[src/rtl/node_eval_pkg.sv]
// Shared types and sizing for the decision-tree node evaluator.
// ACC_WIDTH must be >= max(BIAS, FEATURE+COEFF) + $clog2(FEATURES) + 1.
package node_eval_pkg;

   localparam int FEATURES          = 3;
   localparam int FEATURE_BIT_DEPTH = 8;
   localparam int COEFF_BIT_DEPTH   = 4;
   localparam int BIAS_BIT_DEPTH    = 10;
   localparam int ACC_WIDTH         = 16;

   localparam int PROD_WIDTH = FEATURE_BIT_DEPTH + COEFF_BIT_DEPTH;
   localparam int IDX_W      = (FEATURES > 1) ? $clog2(FEATURES) : 1;
   localparam int CNT_W      = $clog2(FEATURES + 1);

   typedef logic signed [FEATURE_BIT_DEPTH-1:0] feature_t;
   typedef logic signed [COEFF_BIT_DEPTH-1:0]   coeff_t;
   typedef logic signed [BIAS_BIT_DEPTH-1:0]    bias_t;
   typedef logic signed [ACC_WIDTH-1:0]         acc_t;
   typedef logic signed [PROD_WIDTH-1:0]        prod_t;
   typedef logic [IDX_W-1:0]                    idx_t;
   typedef logic [CNT_W-1:0]                    cnt_t;

   typedef enum logic [1:0] {
      TERM_ZERO = 2'd0,
      TERM_FEAT = 2'd1,
      TERM_PROD = 2'd2
   } term_sel_e;

   // Signed operands are sign-extended on the way into v, then truncated to ACC_WIDTH.
   function automatic acc_t sext_to_acc(input logic signed [31:0] v);
      return acc_t'(v);
   endfunction

   function automatic idx_t next_idx(input idx_t i);
      if (i == idx_t'(FEATURES - 1)) return '0;
      return idx_t'(i + 1'b1);
   endfunction

endpackage

[src/rtl/node_eval_datapath_if.sv]
// Bundle between upstream feature source / tree control FSM (master) and the
// node evaluation datapath (slave).
interface node_eval_if;
   import node_eval_pkg::*;

   feature_t feature_in;
   logic     feature_in_valid;
   logic     feature_in_ready;

   logic     load_bias;
   logic     add;
   logic     mult;
   logic     is_one;
   coeff_t   coeff;
   bias_t    bias;
   logic     vector_done;

   logic     child_direction;
   logic     next;
   logic     underrun;

   modport master (
      output feature_in, feature_in_valid, load_bias, add, mult, is_one,
             coeff, bias, vector_done,
      input  feature_in_ready, child_direction, next, underrun
   );

   modport slave (
      input  feature_in, feature_in_valid, load_bias, add, mult, is_one,
             coeff, bias, vector_done,
      output feature_in_ready, child_direction, next, underrun
   );

endinterface

[src/rtl/node_eval_datapath_dbuf.sv]
// Double buffer for feature vectors: staging fills from the serial input while
// the active copy is evaluated; a full staging buffer moves to active on release.
module feature_dbuf
   import node_eval_pkg::*;
(
   input  logic                     clk,
   input  logic                     reset,
   input  feature_t                 feature_in,
   input  logic                     feature_in_valid,
   output logic                     feature_in_ready,
   input  logic                     vector_done,
   output logic                     active_vld,
   output feature_t [FEATURES-1:0]  active_vec
);

   feature_t [FEATURES-1:0] stage_q, stage_d;
   feature_t [FEATURES-1:0] active_q, active_d;
   cnt_t                    cnt_q, cnt_d;
   logic                    active_vld_q, active_vld_d;

   logic stage_full;
   logic swap;
   logic accept;
   idx_t wr_idx;

   assign stage_full       = (cnt_q == cnt_t'(FEATURES));
   assign feature_in_ready = ~stage_full;
   assign swap             = stage_full & (~active_vld_q | vector_done);
   assign accept           = feature_in_valid & feature_in_ready;

   always_comb begin
      stage_d      = stage_q;
      active_d     = active_q;
      cnt_d        = cnt_q;
      active_vld_d = active_vld_q;
      wr_idx       = swap ? '0 : idx_t'(cnt_q);

      if (swap) begin
         active_d     = stage_q;
         active_vld_d = 1'b1;
         cnt_d        = '0;
      end else if (vector_done) begin
         active_vld_d = 1'b0;
      end

      // A word taken in the swap cycle starts the freshly emptied staging buffer.
      if (accept) begin
         stage_d[wr_idx] = feature_in;
         cnt_d           = swap ? cnt_t'(1) : cnt_t'(cnt_q + 1'b1);
      end
   end

   always_ff @(posedge clk or posedge reset) begin
      if (reset) begin
         stage_q      <= '0;
         active_q     <= '0;
         cnt_q        <= '0;
         active_vld_q <= 1'b0;
      end else begin
         stage_q      <= stage_d;
         active_q     <= active_d;
         cnt_q        <= cnt_d;
         active_vld_q <= active_vld_d;
      end
   end

   assign active_vld = active_vld_q;
   assign active_vec = active_q;

endmodule

[src/rtl/node_eval_datapath.sv]
// Evaluates one tree node per pass, acc = bias + sum(coeff_i * feature_i), and
// reports the sign of acc to the control FSM as child_direction.
module node_eval_datapath
   import node_eval_pkg::*;
(
   input  logic       clk,
   input  logic       reset,
   node_eval_if.slave bus
);

   feature_t [FEATURES-1:0] active_vec;
   logic                    active_vld;

   feature_dbuf u_dbuf (
      .clk              (clk),
      .reset            (reset),
      .feature_in       (bus.feature_in),
      .feature_in_valid (bus.feature_in_valid),
      .feature_in_ready (bus.feature_in_ready),
      .vector_done      (bus.vector_done),
      .active_vld       (active_vld),
      .active_vec       (active_vec)
   );

   acc_t      acc_q, acc_d;
   idx_t      feat_idx_q, feat_idx_d;
   logic      underrun_q, underrun_d;

   feature_t  cur_feat;
   prod_t     product;
   term_sel_e term_sel;
   acc_t      term;
   acc_t      acc_base;

   assign cur_feat = active_vec[feat_idx_q];
   assign product  = cur_feat * bus.coeff;

   // is_one wins over mult so the FSM can skip the multiplier for unit weights.
   always_comb begin
      term_sel = TERM_ZERO;
      if (bus.is_one) begin
         term_sel = TERM_FEAT;
      end else if (bus.mult) begin
         term_sel = TERM_PROD;
      end

      case (term_sel)
         TERM_FEAT: term = sext_to_acc(cur_feat);
         TERM_PROD: term = sext_to_acc(product);
         default:   term = '0;
      endcase
   end

   always_comb begin
      acc_d      = acc_q;
      feat_idx_d = feat_idx_q;
      underrun_d = underrun_q;
      acc_base   = bus.load_bias ? sext_to_acc(bus.bias) : acc_q;

      if (bus.add) begin
         if (active_vld) begin
            acc_d      = acc_base + term;
            feat_idx_d = bus.load_bias ? next_idx('0) : next_idx(feat_idx_q);
         end else begin
            underrun_d = 1'b1;
         end
      end
   end

   always_ff @(posedge clk or posedge reset) begin
      if (reset) begin
         acc_q      <= '0;
         feat_idx_q <= '0;
         underrun_q <= 1'b0;
      end else begin
         acc_q      <= acc_d;
         feat_idx_q <= feat_idx_d;
         underrun_q <= underrun_d;
      end
   end

   assign bus.child_direction = ~acc_q[ACC_WIDTH-1];
   assign bus.next            = active_vld;
   assign bus.underrun        = underrun_q;

endmodule

[src/flat_wrapper.sv]
// flat-port wrapper written by rule: the top's interface ports become plain ports
module node_eval_datapath_flat import node_eval_pkg::*;
  (clk, reset, bus_feature_in, bus_feature_in_valid, bus_load_bias, bus_add, bus_mult, bus_is_one, bus_coeff, bus_bias, bus_vector_done, bus_feature_in_ready, bus_child_direction, bus_next, bus_underrun);
  node_eval_if bus_i ();
  input  logic clk;
  input  logic reset;
  input wire logic [$bits(bus_i.feature_in)-1:0] bus_feature_in;
  input wire logic [$bits(bus_i.feature_in_valid)-1:0] bus_feature_in_valid;
  input wire logic [$bits(bus_i.load_bias)-1:0] bus_load_bias;
  input wire logic [$bits(bus_i.add)-1:0] bus_add;
  input wire logic [$bits(bus_i.mult)-1:0] bus_mult;
  input wire logic [$bits(bus_i.is_one)-1:0] bus_is_one;
  input wire logic [$bits(bus_i.coeff)-1:0] bus_coeff;
  input wire logic [$bits(bus_i.bias)-1:0] bus_bias;
  input wire logic [$bits(bus_i.vector_done)-1:0] bus_vector_done;
  output wire logic [$bits(bus_i.feature_in_ready)-1:0] bus_feature_in_ready;
  output wire logic [$bits(bus_i.child_direction)-1:0] bus_child_direction;
  output wire logic [$bits(bus_i.next)-1:0] bus_next;
  output wire logic [$bits(bus_i.underrun)-1:0] bus_underrun;
  assign bus_i.feature_in = bus_feature_in;
  assign bus_i.feature_in_valid = bus_feature_in_valid;
  assign bus_i.load_bias = bus_load_bias;
  assign bus_i.add = bus_add;
  assign bus_i.mult = bus_mult;
  assign bus_i.is_one = bus_is_one;
  assign bus_i.coeff = bus_coeff;
  assign bus_i.bias = bus_bias;
  assign bus_i.vector_done = bus_vector_done;
  assign bus_feature_in_ready = bus_i.feature_in_ready;
  assign bus_child_direction = bus_i.child_direction;
  assign bus_next = bus_i.next;
  assign bus_underrun = bus_i.underrun;
  node_eval_datapath u_core (.clk(clk), .reset(reset), .bus(bus_i));
endmodule
[config.mk]
export PLATFORM = sky130hd
export DESIGN_NAME = node_eval_datapath_flat
export DESIGN_NICKNAME = d
export VERILOG_FILES = /design/src/rtl/node_eval_pkg.sv /design/src/rtl/node_eval_datapath_if.sv /design/src/rtl/node_eval_datapath_dbuf.sv /design/src/rtl/node_eval_datapath.sv /design/src/flat_wrapper.sv
export SDC_FILE = /design/constraint.sdc
export NUM_CORES = 1
export LEC_CHECK = 0
export CAP_MARGIN = 20
export CORE_MARGIN = 3
export CORE_UTILIZATION = 54
export DETAILED_ROUTE_END_ITERATION = 12
export PLACE_DENSITY_LB_ADDON = 0.3
export SYNTH_ARGS = -nofsm -noshare
export SYNTH_HDL_FRONTEND = slang
export SYNTH_HIERARCHICAL = 1
export SYNTH_SLANG_ARGS = --single-unit
[constraint.sdc]
create_clock -name clk -period 6.2 [get_ports clk]
set_input_delay 0.93 -clock clk [delete_from_list [all_inputs] [get_ports clk]]
set_output_delay 0.93 -clock clk [all_outputs]
set_load 0.02 [all_outputs]
After elaboration in Yosys (flattened, before gate mapping)

Cells that the tools add are included.
Widths: inputs -> output; s select.

Flip-flop bits (word level): 70
Bits in latches: 0
Memory bits (writable): 0
Memory bits (read-only): 0
Output and inout bits: 4
Logic and storage cells: 52
Memories: 0

$add $sub $neg: 3
Multiply operators: 1
Div/mod/pow operators: 0
Order comparisons: 3
Equality and inequality tests: 4
Shift operators: 0
Muxes and demuxes: 20
Bitwise operators: 6
Reductions and logical operators: 4

Operators with widths:

| kind                | count |
|---|---|
| $pmux 16 s2         | 1 |
| $bwmux 24           | 1 |
| $add 16x16->16      | 1 |
| $bmux 8 s2          | 1 |
| $demux 8 s2         | 1 |
| $mux 16             | 1 |
| $mux 2              | 8 |
| $mux 8              | 2 |
| $mul 8x4->12        | 1 |
| $eq 2x2->1 const B  | 3 |
| $lt 2x3->1 const B  | 2 |
| $mux 1              | 5 |
| $add 2x1->2 const B | 2 |
| $reduce_and 2->1    | 2 |
| $not 1->1           | 3 |
| $and 1x1->1         | 2 |
| $eq 2x1->1 const B  | 1 |
| $ge 2x1->1 const B  | 1 |
| $reduce_bool 2->1   | 1 |
| $logic_and 1x1->1   | 1 |
| $or 1x1->1          | 1 |

Logic depth before layout (Yosys ltp)

Word-level depth: 9
Mapped depth: 27

By module

The synthesis kept the hierarchy.

Modules (own cells, without submodules):

| module             | times used | cells each | area an instance (um2) | seq. area each (um2) |
|---|---|---|---|---|
| node_eval_datapath | 1          | 351        | 2949.1                 | 475.5 |
| feature_dbuf       | 1          | 122        | 2010.7                 | 1276.2 |

Worst setup path after synthesis

Ideal clock, no wire load.

Path type: register to register
Start: register u_core.feat_idx_q[0]
End: register u_core.acc_q[15]
Library setup time: 0.081 ns
Arrival time: 6.035 ns
Required time: 6.119 ns
Slack: 0.084 ns
Cell stages (with the launch flop): 25
Period minus slack after synthesis: 6.116 ns
Cell sequence: dfrtp_1 > buf_2 > mux2i_1 > o21ai_0 > nand2_1 > fa_1 > fa_1 > fa_1 > inv_1 > ha_1 > inv_1 > fa_1 > nand2b_1 > a21o_1 > a31oi_2 > mux2i_1 > or4b_4 > ha_1 > and2_1 > o21ai_0 > o311ai_0 > o211ai_1 > xor2_1 > mux2_4 > o211ai_2

Word-level cells in the longest chain between the ends: 5

RTL lines:

| element                        | line                     | text |
|---|---|---|
| start, declared                | node_eval_datapath.sv:26 | `idx_t feat_idx_q, feat_idx_d;` |
| start signal, assigned         | node_eval_datapath.sv:77 | `feat_idx_q <= feat_idx_d;` |
| $bmux 8 s2 *                   | node_eval_datapath.sv:35 | `assign cur_feat = active_vec[feat_idx_q];` |
| $mux 8 (not written as such) * | node_eval_datapath.sv:35 |  |
| $mul 8x4->12                   | node_eval_datapath.sv:36 | `assign product = cur_feat * bus.coeff;` |
| $pmux 16 s2 *                  | node_eval_datapath.sv:47 | `case (term_sel)` |
| $add 16x16->16 *               | node_eval_datapath.sv:62 | `acc_d = acc_base + term;` |
| end signal, assigned           | node_eval_datapath.sv:72 | `acc_q <= '0;` |
| end signal, assigned           | node_eval_datapath.sv:76 | `acc_q <= acc_d;` |
| end, declared                  | node_eval_datapath.sv:25 | `acc_t acc_q, acc_d;` |

Every way passes the cells marked *; elsewhere a longest branch is shown, timed or not. The select of a mux whose other input is x is not followed.
A chain may end at the register's enable or synchronous reset.

Worst setup path in the final report

Start: register u_core.feat_idx_q[1]
End: register u_core.acc_q[15]

The elaborated chain is that of the path after synthesis.

==> impl_metrics.yaml <==
sta:
  finalSetupViolations: 0
  rsz0062_at_grt: "true"
  fin_skew_ns: 0.0157
  max_slew.worst_pin.slew_ns: 0.860
  setup_slack_ns: 0.0568
  setup_tns_ns: 0
  whs_ns: 0.478
  period_share_pct: 99.1
  maxSlewViolCount: 0
  max_freq_mhz: 163
  fin_crit_ns: 6.14
  max_slew_margin_pct: 42.5
  final-hold-violation-count: 0
logic_synthesis:
  ys_seq_area_share_pct: 35.3
  synthCells: 473
  syn_nets: 559
  synth-edff-count: 0
  ys.flop_type: "dfrtp_1"
  yosys_warnings: 6
  syn_avg_cell_area_sq_um: 10.5
  yosysUniqueCellTypes: 55
  ys_async_sr_fraction_pct: 100
  syn_area_sq_um: 4960
  ys_ff_latch: 70
die:
  die_x_um: 102
  ios: 34
  die-height_um: 102
  core_area_sq_um: 8810
  die_area_sq_um: 10400
  start_util_pct: 56.3
  row_count: 34
drt:
  final_antenna_net_count: 0
  vias: 3767
  drtIter0Drc: 73
  drcViolationCount: 0
  drt-pass1-iter-count: 4
  avgViaCountPerCell: 5.60
  routed_wl_um: 11100
  wl_per_cell_um: 16.5
final_layout:
  fin_area_sq_um: 6140
  layout-drive-gt1-share_pct: 29.6
  areaGrowthSynthToFinish_pct: 23.8
  final_nets: 647
  num_antenna_cells: 0
setup_path:
  path_class: "flop to flop"
  worstPathArrival_ns: 6.41
  rrSetupSlack_ns: 0.06
  critPathCaptureType: "flop"
  required_ns: 6.47
  rr_worst_depth: 25
  crit_fanout: 6
  start_kind: "flop"
placed_design:
  place_congestion: 0.913
  place_ws_ns: -0.610
  placed_cell_area_sq_um: 5760
  hpwl_um: 8290
  io_buffers: 33
job:
  maxCapViolCount: 0
hold_path:
  holdCritPathClass: "flop to flop"
  whs_path_depth: 1
clock_tree:
  root_buffer: "clkbuf_8"
  cts_tree: "built"
  h-tree-depth: 3
  cts_buffer_depth: 2
  clkLatencyLatePin_ns: 0.34
  numCtsBuffers: 9
  clock_sinks: 70
  cts.clk_slew.worst_paths_ns: 0.08
grt:
  grt_max_degree: 52
  grt_pass1_wl_um: 18200
  antenna_found_initial: 0
  grt_overflow: 0
  gr-usage-all-layers_pct: 22.4
  grt_pass1_vias: 3916
run_status:
  status: "complete, no violations"
placed cells by master, fill, tap and decap left out, types with 4 or more instances in the layout:
master	Yosys	layout
a21o_1	8	8
a21oi_1	18	15
mux2_2	53	53
xor2_1	8	8
inv_1	36	34
nand2_1	35	32
mux2_4	9	9
nor3_1	6	5
mux2i_1	11	11
o21bai_1	5	5
fa_1	18	17
nand2_2	4	7
buf_4	0	54
xnor2_1	12	12
clkdlybuf4s50_1	0	30
ha_1	38	33
dfrtp_1	70	69
o21ai_2	1	4
nor2_1	24	23
and2_1	20	20
clkbuf_8	0	9
o211ai_1	4	4
nand3_1	5	5
o21ai_0	31	27
per-layer routing:
metal  vias to the layer above  part of all wire (%)  track usage [%]
met2                        72                    51             39.1
met4                         0                   2.7             8.58
li1                       1837                     -                -
met1                      1833                    43             27.8
met5                         -                     0                0
met3                        25                   3.1             4.16
cell usage after synthesis, drive strengths merged, types with 2 or more instances:
cell     n  area share (%)
dfrtp   70              35
mux2    62              15
nand2   39             3.2
ha      38             9.6
inv     37             2.8
o21ai   34             3.5
nor2    24             1.8
and2    20             2.5
a21oi   19             2.0
fa      18             7.3
xnor2   12             2.1
mux2i   11             2.2
clkbuf   9            0.68
a21o     8             1.2
xor2     8             1.4
nor3     6            0.61
nand3    5            0.50
o211ai   5            0.86
o21bai   5            0.76
buf      4            0.53
nand2b   4            0.50
a22o     3            0.53
and3     3            0.48
nand3b   2            0.30
nand4    2            0.25
nand4b   2            0.35
nor2b    2            0.30
nor3b    2            0.30
nor4b    2            0.35
o311ai   2            0.35
area by class of cell:
| cell class | count | area (sq um) |
|---|---|---|
| inverters | 37 | 139 |
| fillers | 670 | 2670 |
| well taps | 108 | 135 |
| repair buffers | 90 | 786 |
| flip-flops and latches | 70 | 1750 |
| clock inverters | 6 | 87.6 |
| multi-input cells | 353 | 3120 |
| clock buffers | 9 | 124 |
critical path, cell delays in order (launching register included):
cell	delay, ns
dfrtp_1	0.40
nor2b_1	0.15
buf_4	0.14
buf_4	0.16
a21oi_4	0.13
nand2_2	0.08
fa_1	0.52
fa_1	0.53
fa_1	0.41
inv_1	0.07
ha_2	0.18
inv_2	0.04
fa_2	0.39
nand2b_4	0.15
a21o_1	0.21
a31oi_4	0.18
mux2i_1	0.11
or4b_4	0.59
ha_4	0.27
and2_1	0.17
o21ai_2	0.14
o311ai_0	0.14
o211ai_1	0.13
xor2_1	0.30
mux2_4	0.34
o211ai_2	0.15
final timing paths:
path,start,endpoint
setup / recovery,u_core/feat_idx_q[1]$_DFFE_PP0P_,u_core/acc_q[15]$_DFFE_PP0P_
setup reg to reg,u_core/feat_idx_q[1]$_DFFE_PP0P_,u_core/acc_q[15]$_DFFE_PP0P_
hold reg to reg,u_core/bus.underrun$_DFFE_PP0P_,u_core/bus.underrun$_DFFE_PP0P_
hold / removal,u_core/bus.underrun$_DFFE_PP0P_,u_core/bus.underrun$_DFFE_PP0P_
min in group asynchronous,reset,u_core/u_dbuf/stage_q[15]$_DFFE_PP0P_
max in group asynchronous,reset,u_core/feat_idx_q[0]$_DFFE_PP0P_
kinds of logic after synthesis:
| kind of cell | count (synthesis) | share of synthesized area [%] |
|---|---|---|
| simple gates | 117 | 12.1 |
| buf+inv | 50 | 4.01 |
| flops | 70 | 35.3 |
| xor+xnor | 20 | 3.53 |
| fa+ha+maj | 56 | 16.9 |
| compound gates | 87 | 11.2 |
| mux | 73 | 17.0 |
sequential cells by signal (all words and copies together) (netlist names):
name,flops
u_core/acc_q,16
u_core/bus.underrun,1
u_core/feat_idx_q,2
u_core/u_dbuf/active_vec,24
u_core/u_dbuf/active_vld,1
u_core/u_dbuf/cnt_q,2
u_core/u_dbuf/stage_q,24
metrics by stage:
| stage | instances | utilization, % |
|---|---|---|
| floorplan | 473 | - |
| global placement | 654 | 65.4 |
| detailed placement | 654 | 65.4 |
| CTS | 669 | 68.2 |
| global route | 673 | 69.7 |
| finish | 673 | 69.7 |
timing repair:
action / 4_1_cts / 5_1_grt
setup buffers: 0 / 3
hold buffers: 0 / 0
pin swaps: 6 / 14
resized for setup: 10 / 21
gates cloned: 0 / 0
endpoints found under the setup margin: 1 / 2
Power is left out: the tool's default activity adds up to more than one toggle a clock period on the data nets, which glitch-free logic cannot reach.
